--- config.mk ---
export PLATFORM = sky130hd
export DESIGN_NAME = dma_stream_sequencer_flat
export DESIGN_NICKNAME = d
export VERILOG_FILES = /design/src/rtl/dma_stream_sequencer_if.sv /design/src/rtl/dma_stream_sequencer.sv /design/src/flat_wrapper.sv
export SDC_FILE = /design/constraint.sdc
export NUM_CORES = 1
export LEC_CHECK = 0
export ABC_AREA = 1
export ABC_CLOCK_PERIOD_IN_PS = 5900
export BUFFER_PORTS_ARGS = -buffer_cell sky130_fd_sc_hd__buf_4
export CAP_MARGIN = 15
export CORE_AREA = 2 2 166 208
export DETAILED_ROUTE_END_ITERATION = 6
export DIE_AREA = 0 0 168 210
export MAX_ROUTING_LAYER = met4
export PLACE_DENSITY_LB_ADDON = 0.25
export SETUP_SLACK_MARGIN = 0.05
export SYNTH_ARGS = -nofsm -noshare
export SYNTH_HDL_FRONTEND = slang
export SYNTH_SLANG_ARGS = --single-unit
--- constraint.sdc ---
create_clock -name clk -period 5.9 [get_ports clk]
set_input_delay 0.885 -clock clk [delete_from_list [all_inputs] [get_ports clk]]
set_output_delay 0.885 -clock clk [all_outputs]
set_load 0.05 [all_outputs]
--- src/rtl/dma_stream_sequencer_if.sv ---
// Stream and engine-command signal bundle for dma_stream_sequencer.
// The sequencer takes the master view; the engine/stream environment takes the slave view.
interface dma_stream_sequencer_if #(
    parameter int unsigned ADDR_WIDTH = 32,
    parameter int unsigned DATA_WIDTH = 32
);
    logic [DATA_WIDTH-1:0] s_axis_tdata;
    logic                  s_axis_tvalid;
    logic                  s_axis_tlast;
    logic                  s_axis_tready;

    logic [DATA_WIDTH-1:0] m_axis_tdata;
    logic                  m_axis_tvalid;
    logic                  m_axis_tlast;
    logic                  m_axis_tready;

    logic                  o_cmd_s2mm_en;
    logic                  o_cmd_mm2s_en;
    logic [ADDR_WIDTH-1:0] o_cmd_addr;
    logic [DATA_WIDTH-1:0] o_cmd_data;
    logic                  i_cmd_done;
    logic [DATA_WIDTH-1:0] i_cmd_rdata;

    modport master (
        input  s_axis_tdata, s_axis_tvalid, s_axis_tlast,
        output s_axis_tready,
        output m_axis_tdata, m_axis_tvalid, m_axis_tlast,
        input  m_axis_tready,
        output o_cmd_s2mm_en, o_cmd_mm2s_en, o_cmd_addr, o_cmd_data,
        input  i_cmd_done, i_cmd_rdata
    );

    modport slave (
        output s_axis_tdata, s_axis_tvalid, s_axis_tlast,
        input  s_axis_tready,
        input  m_axis_tdata, m_axis_tvalid, m_axis_tlast,
        output m_axis_tready,
        input  o_cmd_s2mm_en, o_cmd_mm2s_en, o_cmd_addr, o_cmd_data,
        output i_cmd_done, i_cmd_rdata
    );
endinterface

--- src/rtl/dma_stream_sequencer.sv ---
// Splits a base-address + word-count request into single-word engine commands, buffering
// S2MM stream data or MM2S read results in a small FIFO.
module dma_stream_sequencer #(
    parameter int unsigned ADDR_WIDTH = 32,
    parameter int unsigned DATA_WIDTH = 32,
    parameter int unsigned LEN_WIDTH  = 16,
    parameter int unsigned FIFO_DEPTH = 8
) (
    input  logic                   clk,
    input  logic                   rst_n,
    input  logic                   i_start,
    input  logic                   i_dir,
    input  logic [ADDR_WIDTH-1:0]  i_base_addr,
    input  logic [LEN_WIDTH-1:0]   i_len_words,
    output logic                   o_busy,
    output logic                   o_done,
    output logic                   o_short,
    dma_stream_sequencer_if.master io_bus
);
    localparam int unsigned PTR_W = (FIFO_DEPTH > 1) ? $clog2(FIFO_DEPTH) : 1;
    localparam int unsigned CNT_W = PTR_W + 1;
    localparam logic [ADDR_WIDTH-1:0] STRIDE = ADDR_WIDTH'(DATA_WIDTH / 8);

    typedef enum logic [2:0] {StIdle, StIssue, StWait, StDrain, StDone} state_e;

    state_e                r_state, w_state_next;
    logic                  r_dir;
    logic [ADDR_WIDTH-1:0] r_addr;
    logic [LEN_WIDTH-1:0]  r_len;
    logic [LEN_WIDTH-1:0]  r_cmd_cnt;
    logic [LEN_WIDTH-1:0]  r_accept_cnt;
    logic                  r_accept_stop;
    logic                  r_short;
    logic [LEN_WIDTH-1:0]  r_pop_cnt;
    logic [DATA_WIDTH-1:0] r_cmd_data;

    logic [DATA_WIDTH-1:0] r_mem [FIFO_DEPTH];
    logic [PTR_W-1:0]      r_wr_ptr, r_rd_ptr;
    logic [CNT_W-1:0]      r_count;

    logic                  w_start, w_empty, w_full;
    logic                  w_issue_wr, w_issue_rd, w_cmd_fin;
    logic                  w_s_beat, w_m_beat, w_push, w_pop;
    logic [DATA_WIDTH-1:0] w_head, w_push_data;
    logic [LEN_WIDTH-1:0]  w_accept_inc;

    assign w_start      = (r_state == StIdle) & i_start;
    assign w_empty      = (r_count == '0);
    assign w_full       = (r_count == CNT_W'(FIFO_DEPTH));
    assign w_head       = r_mem[r_rd_ptr];
    assign w_accept_inc = r_accept_cnt + LEN_WIDTH'(1);

    assign o_busy  = (r_state != StIdle);
    assign o_done  = (r_state == StDone);
    assign o_short = r_short;

    assign io_bus.s_axis_tready = o_busy & ~r_dir & ~w_full & ~r_accept_stop;
    assign io_bus.m_axis_tvalid = r_dir & ~w_empty;
    assign io_bus.m_axis_tdata  = io_bus.m_axis_tvalid ? w_head : '0;
    assign io_bus.m_axis_tlast  = io_bus.m_axis_tvalid & (r_pop_cnt == r_len - LEN_WIDTH'(1));

    assign io_bus.o_cmd_s2mm_en = w_issue_wr;
    assign io_bus.o_cmd_mm2s_en = w_issue_rd;
    assign io_bus.o_cmd_addr    = r_addr;
    // The popped word is shown straight from the FIFO head on the pulse, then held.
    assign io_bus.o_cmd_data    = w_issue_wr ? w_head : r_cmd_data;

    assign w_s_beat    = io_bus.s_axis_tvalid & io_bus.s_axis_tready;
    assign w_m_beat    = io_bus.m_axis_tvalid & io_bus.m_axis_tready;
    assign w_push      = r_dir ? w_cmd_fin : w_s_beat;
    assign w_pop       = r_dir ? w_m_beat : w_issue_wr;
    assign w_push_data = r_dir ? io_bus.i_cmd_rdata : io_bus.s_axis_tdata;

    always_comb begin
        w_state_next = r_state;
        w_issue_wr   = 1'b0;
        w_issue_rd   = 1'b0;
        w_cmd_fin    = 1'b0;
        unique case (r_state)
            StIdle: begin
                if (i_start) w_state_next = (i_len_words == '0) ? StDone : StIssue;
            end
            StIssue: begin
                // MM2S only issues when the FIFO has a free slot for the result.
                if (!r_dir && !w_empty) begin
                    w_issue_wr   = 1'b1;
                    w_state_next = StWait;
                end else if (r_dir && !w_full) begin
                    w_issue_rd   = 1'b1;
                    w_state_next = StWait;
                end
            end
            StWait: begin
                if (io_bus.i_cmd_done) begin
                    w_cmd_fin = 1'b1;
                    if (r_cmd_cnt + LEN_WIDTH'(1) == r_len) begin
                        w_state_next = r_dir ? StDrain : StDone;
                    end else begin
                        w_state_next = StIssue;
                    end
                end
            end
            StDrain: begin
                if (w_empty) w_state_next = StDone;
            end
            StDone:  w_state_next = StIdle;
            default: w_state_next = StIdle;
        endcase
    end

    always_ff @(posedge clk or negedge rst_n) begin
        if (!rst_n) begin
            r_state       <= StIdle;
            r_dir         <= 1'b0;
            r_addr        <= '0;
            r_len         <= '0;
            r_cmd_cnt     <= '0;
            r_accept_cnt  <= '0;
            r_accept_stop <= 1'b0;
            r_short       <= 1'b0;
            r_pop_cnt     <= '0;
            r_cmd_data    <= '0;
        end else begin
            r_state <= w_state_next;
            if (w_start) begin
                r_dir         <= i_dir;
                r_addr        <= i_base_addr;
                r_len         <= i_len_words;
                r_cmd_cnt     <= '0;
                r_accept_cnt  <= '0;
                r_accept_stop <= (i_len_words == '0);
                r_short       <= 1'b0;
                r_pop_cnt     <= '0;
            end else begin
                if (w_cmd_fin) begin
                    r_addr    <= r_addr + STRIDE;
                    r_cmd_cnt <= r_cmd_cnt + LEN_WIDTH'(1);
                end
                if (w_issue_wr) r_cmd_data <= w_head;
                if (w_s_beat) begin
                    r_accept_cnt <= w_accept_inc;
                    if (w_accept_inc == r_len) begin
                        r_accept_stop <= 1'b1;
                    end else if (io_bus.s_axis_tlast) begin
                        // Early tlast shrinks the transfer to the words actually received.
                        r_accept_stop <= 1'b1;
                        r_short       <= 1'b1;
                        r_len         <= w_accept_inc;
                    end
                end
                if (w_m_beat) r_pop_cnt <= r_pop_cnt + LEN_WIDTH'(1);
            end
        end
    end

    always_ff @(posedge clk or negedge rst_n) begin
        if (!rst_n) begin
            r_wr_ptr <= '0;
            r_rd_ptr <= '0;
            r_count  <= '0;
        end else if (w_start) begin
            r_wr_ptr <= '0;
            r_rd_ptr <= '0;
            r_count  <= '0;
        end else begin
            if (w_push) r_wr_ptr <= r_wr_ptr + PTR_W'(1);
            if (w_pop)  r_rd_ptr <= r_rd_ptr + PTR_W'(1);
            case ({w_push, w_pop})
                2'b10:   r_count <= r_count + CNT_W'(1);
                2'b01:   r_count <= r_count - CNT_W'(1);
                default: r_count <= r_count;
            endcase
        end
    end

    always_ff @(posedge clk) begin
        if (w_push) r_mem[r_wr_ptr] <= w_push_data;
    end
endmodule
--- src/flat_wrapper.sv ---
// flat-port wrapper written by rule: the top's interface ports become plain ports
module dma_stream_sequencer_flat 
#(
    parameter int unsigned ADDR_WIDTH = 32,
    parameter int unsigned DATA_WIDTH = 32,
    parameter int unsigned LEN_WIDTH  = 16,
    parameter int unsigned FIFO_DEPTH = 8
)
  (clk, rst_n, i_start, i_dir, i_base_addr, i_len_words, o_busy, o_done, o_short, io_bus_s_axis_tdata, io_bus_s_axis_tvalid, io_bus_s_axis_tlast, io_bus_s_axis_tready, io_bus_m_axis_tdata, io_bus_m_axis_tvalid, io_bus_m_axis_tlast, io_bus_m_axis_tready, io_bus_o_cmd_s2mm_en, io_bus_o_cmd_mm2s_en, io_bus_o_cmd_addr, io_bus_o_cmd_data, io_bus_i_cmd_done, io_bus_i_cmd_rdata);
  dma_stream_sequencer_if #(.ADDR_WIDTH(ADDR_WIDTH), .DATA_WIDTH(DATA_WIDTH)) io_bus_i ();
  input  logic clk;
  input  logic rst_n;
  input  logic i_start;
  input  logic i_dir;
  input  logic [ADDR_WIDTH-1:0] i_base_addr;
  input  logic [LEN_WIDTH-1:0] i_len_words;
  output logic o_busy;
  output logic o_done;
  output logic o_short;
  input wire logic [$bits(io_bus_i.s_axis_tdata)-1:0] io_bus_s_axis_tdata;
  input wire logic [$bits(io_bus_i.s_axis_tvalid)-1:0] io_bus_s_axis_tvalid;
  input wire logic [$bits(io_bus_i.s_axis_tlast)-1:0] io_bus_s_axis_tlast;
  output wire logic [$bits(io_bus_i.s_axis_tready)-1:0] io_bus_s_axis_tready;
  output wire logic [$bits(io_bus_i.m_axis_tdata)-1:0] io_bus_m_axis_tdata;
  output wire logic [$bits(io_bus_i.m_axis_tvalid)-1:0] io_bus_m_axis_tvalid;
  output wire logic [$bits(io_bus_i.m_axis_tlast)-1:0] io_bus_m_axis_tlast;
  input wire logic [$bits(io_bus_i.m_axis_tready)-1:0] io_bus_m_axis_tready;
  output wire logic [$bits(io_bus_i.o_cmd_s2mm_en)-1:0] io_bus_o_cmd_s2mm_en;
  output wire logic [$bits(io_bus_i.o_cmd_mm2s_en)-1:0] io_bus_o_cmd_mm2s_en;
  output wire logic [$bits(io_bus_i.o_cmd_addr)-1:0] io_bus_o_cmd_addr;
  output wire logic [$bits(io_bus_i.o_cmd_data)-1:0] io_bus_o_cmd_data;
  input wire logic [$bits(io_bus_i.i_cmd_done)-1:0] io_bus_i_cmd_done;
  input wire logic [$bits(io_bus_i.i_cmd_rdata)-1:0] io_bus_i_cmd_rdata;
  assign io_bus_i.s_axis_tdata = io_bus_s_axis_tdata;
  assign io_bus_i.s_axis_tvalid = io_bus_s_axis_tvalid;
  assign io_bus_i.s_axis_tlast = io_bus_s_axis_tlast;
  assign io_bus_s_axis_tready = io_bus_i.s_axis_tready;
  assign io_bus_m_axis_tdata = io_bus_i.m_axis_tdata;
  assign io_bus_m_axis_tvalid = io_bus_i.m_axis_tvalid;
  assign io_bus_m_axis_tlast = io_bus_i.m_axis_tlast;
  assign io_bus_i.m_axis_tready = io_bus_m_axis_tready;
  assign io_bus_o_cmd_s2mm_en = io_bus_i.o_cmd_s2mm_en;
  assign io_bus_o_cmd_mm2s_en = io_bus_i.o_cmd_mm2s_en;
  assign io_bus_o_cmd_addr = io_bus_i.o_cmd_addr;
  assign io_bus_o_cmd_data = io_bus_i.o_cmd_data;
  assign io_bus_i.i_cmd_done = io_bus_i_cmd_done;
  assign io_bus_i.i_cmd_rdata = io_bus_i_cmd_rdata;
  dma_stream_sequencer #(.ADDR_WIDTH(ADDR_WIDTH), .DATA_WIDTH(DATA_WIDTH), .LEN_WIDTH(LEN_WIDTH), .FIFO_DEPTH(FIFO_DEPTH)) u_core (.clk(clk), .rst_n(rst_n), .i_start(i_start), .i_dir(i_dir), .i_base_addr(i_base_addr), .i_len_words(i_len_words), .o_busy(o_busy), .o_done(o_done), .o_short(o_short), .io_bus(io_bus_i));
endmodule
# Word-level counts from Yosys, hierarchy flattened
# Memory sizes are Yosys's and may differ from the RTL's.
# Cells that the tools add are included.
# word_totals
register_bits,144
ram_bits,256
input_bits,120
out_inout_bits,104
word_cells,118
n_memories,1
# op_classes
addsub,9
eq_ne,15
n_mux,48
bitwise,12
reduce_logical,20
# mem_list
name,depth,word_bits,read_ports,rd_ports_with_merged_regs,write_ports,line,source
u_core.r_mem,8,32,1,0,1,dma_stream_sequencer.sv:37,logic [DATA_WIDTH-1:0] r_mem [FIFO_DEPTH];
# ops
cell,count
two-way mux 16 bit,10
two-way mux 32 bit,5
adder 16 x 1 -> 16 bit (second input constant),3
equality test 16 bit,3
two-way mux 3 bit,12
adder 32 x 3 -> 32 bit (second input constant),1
two-way mux 1 bit,18
logical NOT 16 bit,1
subtractor 16 x 1 -> 16 bit (second input constant),1
case mux 3 bit (4 select lines),1
nonzero test 2 bit,6
nonzero test 3 bit,3
AND 1 bit,8
case mux 4 bit (2 select lines),1
adder 3 x 1 -> 3 bit (second input constant),2
equality test 3 x 2 -> 1 bit (second input constant),2
adder 4 x 1 -> 4 bit (second input constant),1
equality test 4 bit (second input constant),1
logical NOT 4 bit,1
two-way mux 4 bit,1
!= test 2 x 1 -> 1 bit (second input constant),2
!= test 2 bit (second input constant),2
NOT 1 bit,4
AND reduction 4 bit,1
11 further kinds,14

# Depth between registers and ports, before layout
# Gate-level depths: netlist of the first run.
# logic_depth
word_depth,9
ltp_mapped,17
mapped_depth_nobuf,16

# Worst setup path after synthesis of the first run
# Ideal clock, no wire load.
# synth_timing
path_type,register -> register
startpoint,register u_core.r_dir
endpoint,"memory u_core.r_mem[6][0], enable pin"
setup_ps,461
arrival_time_ps,4933
required_ps,5439
path_slack_ps,506
path_stages_with_launch,7
path_buffers,1
synth_period_minus_slack_ps,5394
path_cell_list,dfrtp_1 -> clkbuf_1 -> nor4_1 -> nand2_1 -> nand2_1 -> inv_1 -> nor3_1
# synth_via
elab_chain_cells,8
# synth_rtl
element,line,source
start: declaration,dma_stream_sequencer.sv:27,logic r_dir;
start signal: assignment,dma_stream_sequencer.sv:126,r_dir <= i_dir;
NOT 1 bit,dma_stream_sequencer.sv:57,assign io_bus.s_axis_tready = o_busy & ~r_dir & ~w_full & ~r_accept_stop;
AND 1 bit (3 in a row),dma_stream_sequencer.sv:57,
via io_bus_s_axis_tready,flat_wrapper.sv:23,output wire logic [$bits(io_bus_i.s_axis_tready)-1:0] io_bus_s_axis_tready;
AND 1 bit,dma_stream_sequencer.sv:68,assign w_s_beat = io_bus.s_axis_tvalid & io_bus.s_axis_tready;
two-way mux 1 bit,dma_stream_sequencer.sv:70,assign w_push = r_dir ? w_cmd_fin : w_s_beat;
two-way mux 1 bit,dma_stream_sequencer.sv:177,if (w_push) r_mem[r_wr_ptr] <= w_push_data;
two-way mux 1 bit (implied by the code),dma_stream_sequencer.sv:177,
end: declaration,dma_stream_sequencer.sv:37,
# The timed path passes the listed nets, and every way through them passes these cells.

# Final worst setup path of the first run
# layout_timing
startpoint,register u_core.r_rd_ptr[0]
endpoint,output io_bus_o_cmd_data[22]
# layout_via
elab_chain_cells,2
# layout_rtl
element,line,source
start: declaration,dma_stream_sequencer.sv:38,"logic [PTR_W-1:0] r_wr_ptr, r_rd_ptr;"
start signal: assignment,dma_stream_sequencer.sv:167,if (w_pop) r_rd_ptr <= r_rd_ptr + PTR_W'(1);
memory read (8 x 32 bit),-,
two-way mux 32 bit,dma_stream_sequencer.sv:66,assign io_bus.o_cmd_data = w_issue_wr ? w_head : r_cmd_data;
end: declaration,flat_wrapper.sv:31,output wire logic [$bits(io_bus_i.o_cmd_data)-1:0] io_bus_o_cmd_data;
# No other way between the ends.

==> run metrics, run 1 <==
outcome=complete, no violations; synth top area cells=edfxtp_1, dfrtp_1, nand2_1, o21ai_0, nor2_1; Pleak=9.45 nW; WHS=between 400 and 500 ps; distinct cell type count after synthesis=50; Routability Congestion=~0.99; chip height=210 um; Crit. End Element=primary output; Clock Tree Root=clkbuf_16; slowest cell on the critical path=inv_2; Final ANT Viol Nets=0; final hold vios=0; n_diodes=0; Die ar.=0.0353 mm^2; flops & latches, synth=400; peak supply drop=approximately 420 uV; PD cells=567 mW/mm^2; vias in the first global route=around 16000; TNS Setup=0 ps; CP cell instances=inv_2 > buf_4 > nor2_1 > o32ai_1 > o21ai_0 > o21ai_0 > buf_4; setup violators final=0; # fillers=2566; FFs w/ async S/R, synth=36.0%; Setup Fix Bufs, Post-CTS=0; Initial Util=about three fifths; via density per instance=about 5.9; share of cells above drive strength 1=14.9%; syn_area_per_cell=~9.4 um^2; HPWL after detailed placement=33.3 mm; Peak Freq=between 200 and 250 MHz; Tmin final=around 4600 ps; HP Class=in2async; largest net degree at the start of global routing=99; Worst Path Required=5020 ps; EDFF count, synth=256; CP arrival=3700 ps; RSZ-0062 raised after global routing=no; Setup CP Type=reg2out; first-pass GRT wire length=79.9 mm; vias=between 15000 and 20000; die boundary width=168 um; wire per inst=18.6 um; Iter 0 DRT Violations=1306; Post-Synthesis Cells=2067; final WL=50.6 mm; Post-Route Skew=14.0 ps; CP Max Fanout=between 60 and 70; Pre-Repair DR Iteration Count=7; Slew HR=25.0%; Yosys top cell area share=39.6%; Worst-Margin Slew=1120 ps; num rows=75; Clock Tree Buf Depth=3; maxcap violations=0; number of antenna violations at the first check in global routing=0; Nets=2390; crit share post-route=about 80%; synthesis-to-layout area growth=17.7%; syn nets=2198; max-slew violations=0; H-tree Lvls=2; Startpoint Class=register; sequential area share after synthesis=between 50% and 60%; gr usage total=29.3%; post_cts resized=0; Mapped Area=0.0194 mm^2; core area=0.0333 mm^2; Main synth FF type=edfxtp_1; Synth area leader=edfxtp_1; IO Pins=between 200 and 250; YS warnings=0; CTS Hold Bufs=0; CTS tree=yes; Congestion Overflow GR=0; Worst-path clk slew=~60 ps; CTS sink count=400; number of buffers created by CTS=40; Worst-Skew Late Latency=540 ps; Buffers on Ports=223; # DRC=0; CP peak stage delay=920 ps
[cells in the final DEF (no fill, tap or decap), types with 6 or more instances in the layout]
cell type | synthesis | final
nor2_4 | 3 | 7
xor2_1 | 39 | 39
nand3_1 | 128 | 128
xnor2_1 | 11 | 11
clkinv_1 | 0 | 6
a21oi_1 | 22 | 22
clkbuf_16 | 0 | 40
clkinv_2 | 0 | 8
o211ai_1 | 8 | 8
inv_1 | 116 | 115
nor2_1 | 286 | 282
o32ai_1 | 32 | 32
nor3_1 | 22 | 18
nand4_1 | 45 | 45
ha_1 | 11 | 11
edfxtp_1 | 256 | 256
o221ai_1 | 36 | 36
mux2i_1 | 32 | 32
nor4_1 | 9 | 9
dfrtp_1 | 144 | 141
o22ai_1 | 18 | 18
bufinv_16 | 0 | 6
o21ai_0 | 220 | 220
buf_4 | 1 | 243
nand2_1 | 487 | 486
[worst max-delay path: cells and delay by family, from the launching register on]
kind / cells / cell delay, ps
buffers and inverters: 3 / 1570
AND/OR/NAND/NOR: 1 / 70
AO/OA/AOI/OAI: 3 / 730
flip-flops: 1 / 740
[synth_stat cells (all sizes together), types with 23 or more instances]
master / instances
o221ai: 36
clkbuf: 71
nor2: 291
nand4: 46
nand2: 492
o21ai: 222
o32ai: 32
nand3: 128
dfrtp: 144
nor3: 23
mux2i: 32
inv: 120
edfxtp: 256
xor2: 39
buf: 26
[sequential cells by signal (all words and copies together) (netlist names)]
register and flops:
u_core.o_short 1, u_core.r_len 16, u_core.r_cmd_data 32, u_core.r_wr_ptr 3
u_core.r_cmd_cnt 16, u_core.r_accept_stop 1, u_core.r_rd_ptr 3, u_core.r_mem 256
u_core.r_pop_cnt 16, u_core.r_state 3, u_core.r_accept_cnt 16, u_core.io_bus.o_cmd_addr 32
u_core.r_dir 1, u_core.r_count 4
[cell families after synthesis]
logic type	synth area share [%]
AO/OA/AOI/OAI	11.0
XOR/XNOR	2.50
adder cells (fa/ha/maj)	0.709
buffers and inverters	4.37
flip-flops	58.2
multiplexers	1.65
AND/OR/NAND/NOR	21.6
[final timing paths]
kind,start,endpoint,slack (ps),cells after the start
worst max register to register,u_core.r_dir,u_core.r_count[3],2460,10
worst max-delay path,u_core.r_rd_ptr[0],io_bus_o_cmd_data[22],1310,7
min in group clk,u_core.r_cmd_data[12],u_core.r_cmd_data[12],470,2
worst min-delay path,rst_n,u_core.r_accept_cnt[13],420,1
worst min register to register,u_core.r_cmd_data[12],u_core.r_cmd_data[12],470,2
max in group asynchronous,rst_n,u_core.r_cmd_data[5],4310,2
[power by group]
group,switching (W),internal (W),total [W]
logic,0.00435,0.00175,0.00610
clock network,0.00109,0.00153,0.00262
registers,0.000549,0.00370,0.00425
total,0.00599,0.00698,0.0130
[cell type report]
class / instances / area [um^2] / share of cell area [%]
clock buffer: 45 / 1020 / 4.46
multi-input combinational: 1450 / 7320 / 32.0
sequential: 400 / 11300 / 49.5
tap: 423 / 529 / 2.32
timing repair buffer: 247 / 1900 / 8.33
inverter: 120 / 450 / 1.97
clock inverter: 28 / 324 / 1.42
[per-layer routing]
metal | part of all wire [%] | vias to the layer above | routed length, um | global-route usage, %
met3 | 6.9 | 119 | 3490 | 4.30
met5 | 0 | - | 0 | -
li1 | - | 7568 | - | -
met4 | 3.2 | 0 | 1620 | 11.1
met2 | 51 | 681 | 25700 | 51.1
met1 | 39 | 7656 | 19800 | 34.6
[through the flow]
step	cells	util (%)	total power [W]	cell area [um^2]	setup slack [ps]
2_1_floorplan	2067	-	0.00851	19400	506
5_1_grt	2713	68.6	0.0137	22800	1080
3_3_place_gp	2637	64.3	0.0101	21400	2040
4_1_cts	2710	68.4	0.0129	22800	1340
3_5_place_dp	2637	64.3	0.0103	21400	1990
6_report	2713	68.6	0.0130	22800	1310
No activity file was read; power rests on OpenSTA's default activity.
==> run 2, diff against run 1 <==
--- a/config.mk
+++ b/config.mk
@@ -6,12 +6,12 @@
 export NUM_CORES = 1
 export LEC_CHECK = 0
 export ABC_AREA = 1
-export ABC_CLOCK_PERIOD_IN_PS = 5900
+export ABC_CLOCK_PERIOD_IN_PS = 4000
 export BUFFER_PORTS_ARGS = -buffer_cell sky130_fd_sc_hd__buf_4
 export CAP_MARGIN = 15
-export CORE_AREA = 2 2 166 208
+export CORE_AREA = 2 2 175 219
 export DETAILED_ROUTE_END_ITERATION = 6
-export DIE_AREA = 0 0 168 210
+export DIE_AREA = 0 0 177 221
 export MAX_ROUTING_LAYER = met4
 export PLACE_DENSITY_LB_ADDON = 0.25
 export SETUP_SLACK_MARGIN = 0.05
==> constraint.sdc (replaced) <==
create_clock -name clk -period 4 [get_ports clk]
set_input_delay 0.6 -clock clk [delete_from_list [all_inputs] [get_ports clk]]
set_output_delay 0.6 -clock clk [all_outputs]
set_load 0.05 [all_outputs]
==> run 2 against run 1 <==
  * Combinational power is 51% higher
  * Design area is 1.4% higher
  * Routed wire length is 0.88% higher
  * Setup slack worse by 880 ps
  * Critical path type unchanged
==> run metrics, run 2 (same netlist as run 1, synthesis figures left out) <==
CTS Hold Bufs=0; Startpoint Class=register; Initial Util=between 50% and 60%; first-pass GRT wire length=80.2 mm; HP Class=in2async; Largest register FFs=256; chip height=221 um; CP arrival=2960 ps; HPWL after detailed placement=33.8 mm; Clk network pwr share=21.4%; slowest cell on the critical path=inv_2; final hold vios=0; via density per instance=5.69; H-tree Lvls=2; Clock Tree Root=clkbuf_16; Setup CP Type=reg2out; Final ANT Viol Nets=0; CP Max Fanout=40; CTS sink count=400; Reg2Reg Setup Slack=950 ps; wire per inst=between 15 and 20 um; vias in the first global route=between 15000 and 20000; Pre-Repair DR Iteration Count=6; final WL=between 50 and 60 mm; Worst Path Required=3400 ps; max-slew violations=0; Net Sw Power=0.00890 W; Seq pwr share=around a third; # DRC=0; setup violators final=0; post_cts resized=0; Peak Freq=281 MHz; Iter 0 DRT Violations=1278; largest net degree at the start of global routing=130; Worst R2R Path Depth=13; Slew HR=a little under two fifths; Top reg by flops=u_core.r_mem; # fillers=between 3000 and 4000; IO Pins=224; CP cell instances=inv_2 > buf_4 > nor2_1 > o32ai_1 > o21ai_0 > o21ai_0 > buf_4; CP peak stage delay=570 ps; TNS Setup=0 ps; Worst-Margin Slew=949 ps; outcome=complete, no violations; peak supply drop=482 uV; Critical Path Source=u_core.r_rd_ptr[0]; Sw Ratio=between 40% and 50%; synthesis-to-layout area growth=19.4%; maxcap violations=0; Routability Congestion=0.941; number of buffers created by CTS=40; share of cells above drive strength 1=about 15%; gr usage total=26.6%; Tot Pwr=just under 0.02 W; Setup Fix Bufs, Post-CTS=0; Worst-Skew Late Latency=550 ps; core area=0.0371 mm^2; fin util=62.5%; vias=15800; RSZ-0062 raised after global routing=no; Nets=between 2000 and 2500; Die ar.=0.0391 mm^2; Post-Route Skew=between 15 and 20 ps; PD cells=843 mW/mm^2; CTS tree=yes; Tmin final=3560 ps; Critical R2R Launch=u_core.r_count[0]; Pleak=9.57 nW; combinational power share=47.1%; num rows=79; Clock Tree Buf Depth=3; Worst-path clk slew=roughly 70 ps; Congestion Overflow GR=0; n_diodes=0; die boundary width=177 um; RR Endpoint=u_core.r_count[3]; Worst Setup EP=io_bus_o_cmd_data[5]; most frequent cells in the layout=nand2_1, nor2_1, edfxtp_1, buf_4, o21ai_0; Buffers on Ports=223; number of antenna violations at the first check in global routing=0; Int Pwr=between 0.01 and 0.015 W; crit share post-route=89.0%; commonest non-fill, non-tap cell in the layout=nand2_1; Crit. End Element=primary output
==> run 2: changes by cell type in the layout (fill, tap and decap cells not counted), moves of 3 or more <==
| cell | previous run | this run |
|---|---|---|
| buf_12 | 2 | 6 |
| buf_4 | 243 | 247 |
| clkbuf_8 | 0 | 4 |
| nor3_2 | 5 | 1 |
| nor3_4 | 0 | 4 |
| bufinv_16 | 6 | 9 |
| clkinv_2 | 8 | 5 |
==> run 2: worst min path at each step <==
stage | from | endpoint | slack [ps] | cells past startpoint
floorplan | rst_n | u_core.io_bus.o_cmd_addr[0] | 300 | 0
global placement | u_core.r_cmd_data[30] | u_core.r_cmd_data[30] | 460 | 2
detailed placement | u_core.r_cmd_data[27] | u_core.r_cmd_data[27] | 470 | 2
CTS | rst_n | u_core.r_accept_cnt[13] | 20 | 1
global route | rst_n | u_core.r_accept_cnt[1] | 40 | 1
finish | rst_n | u_core.r_accept_cnt[14] | 20 | 1
==> run 2: layer usage <==
metal	part of all wire (%)	routed length, um	vias up	global-route usage (%)
met2	51	25800	545	45.6
met4	2.8	1450	0	8.34
met5	0	0	-	-
met1	41	21000	7600	32.7
met3	5.5	2790	102	3.18
li1	-	-	7588	-
==> run 2: area by class of cell <==
class / count / area (um^2) / share of cell area (%)
multi-input cells: 1450 / 7350 / 31.7
flip-flops and latches: 400 / 11300 / 48.8
clock inverters: 27 / 410 / 1.77
clock buffers: 47 / 1070 / 4.61
repair buffers: 254 / 1990 / 8.57
well taps: 486 / 608 / 2.62
inverters: 120 / 450 / 1.94
==> run 2: worst max-delay path: cells and delay by family, from the launching register on <==
| kind | cells | cell delay (ps) |
|---|---|---|
| buffers and inverters | 3 | 1140 |
| AO/OA/AOI/OAI | 3 | 700 |
| flip-flops | 1 | 490 |
| AND/OR/NAND/NOR | 1 | 60 |
==> run 2: power by group through the flow <==
| stage | logic (W) | clock network [W] | registers [W] |
|---|---|---|---|
| floorplan | 0.00611 | 0 | 0.00646 |
| global placement | 0.00898 | 0 | 0.00620 |
| detailed placement | 0.00917 | 0 | 0.00622 |
| CTS | 0.00920 | 0.00424 | 0.00615 |
| global route | 0.0100 | 0.00440 | 0.00624 |
| finish | 0.00920 | 0.00418 | 0.00616 |
==> run 2: stage by stage <==
step	hold slack, ps	worst slack, ps	cells	cell area, um^2
2_1_floorplan	304	151	2067	19400
3_3_place_gp	459	1100	2710	21700
3_5_place_dp	465	1010	2710	21700
4_1_cts	23.7	410	2784	23200
5_1_grt	40.7	242	2784	23200
6_report	15.2	438	2784	23200
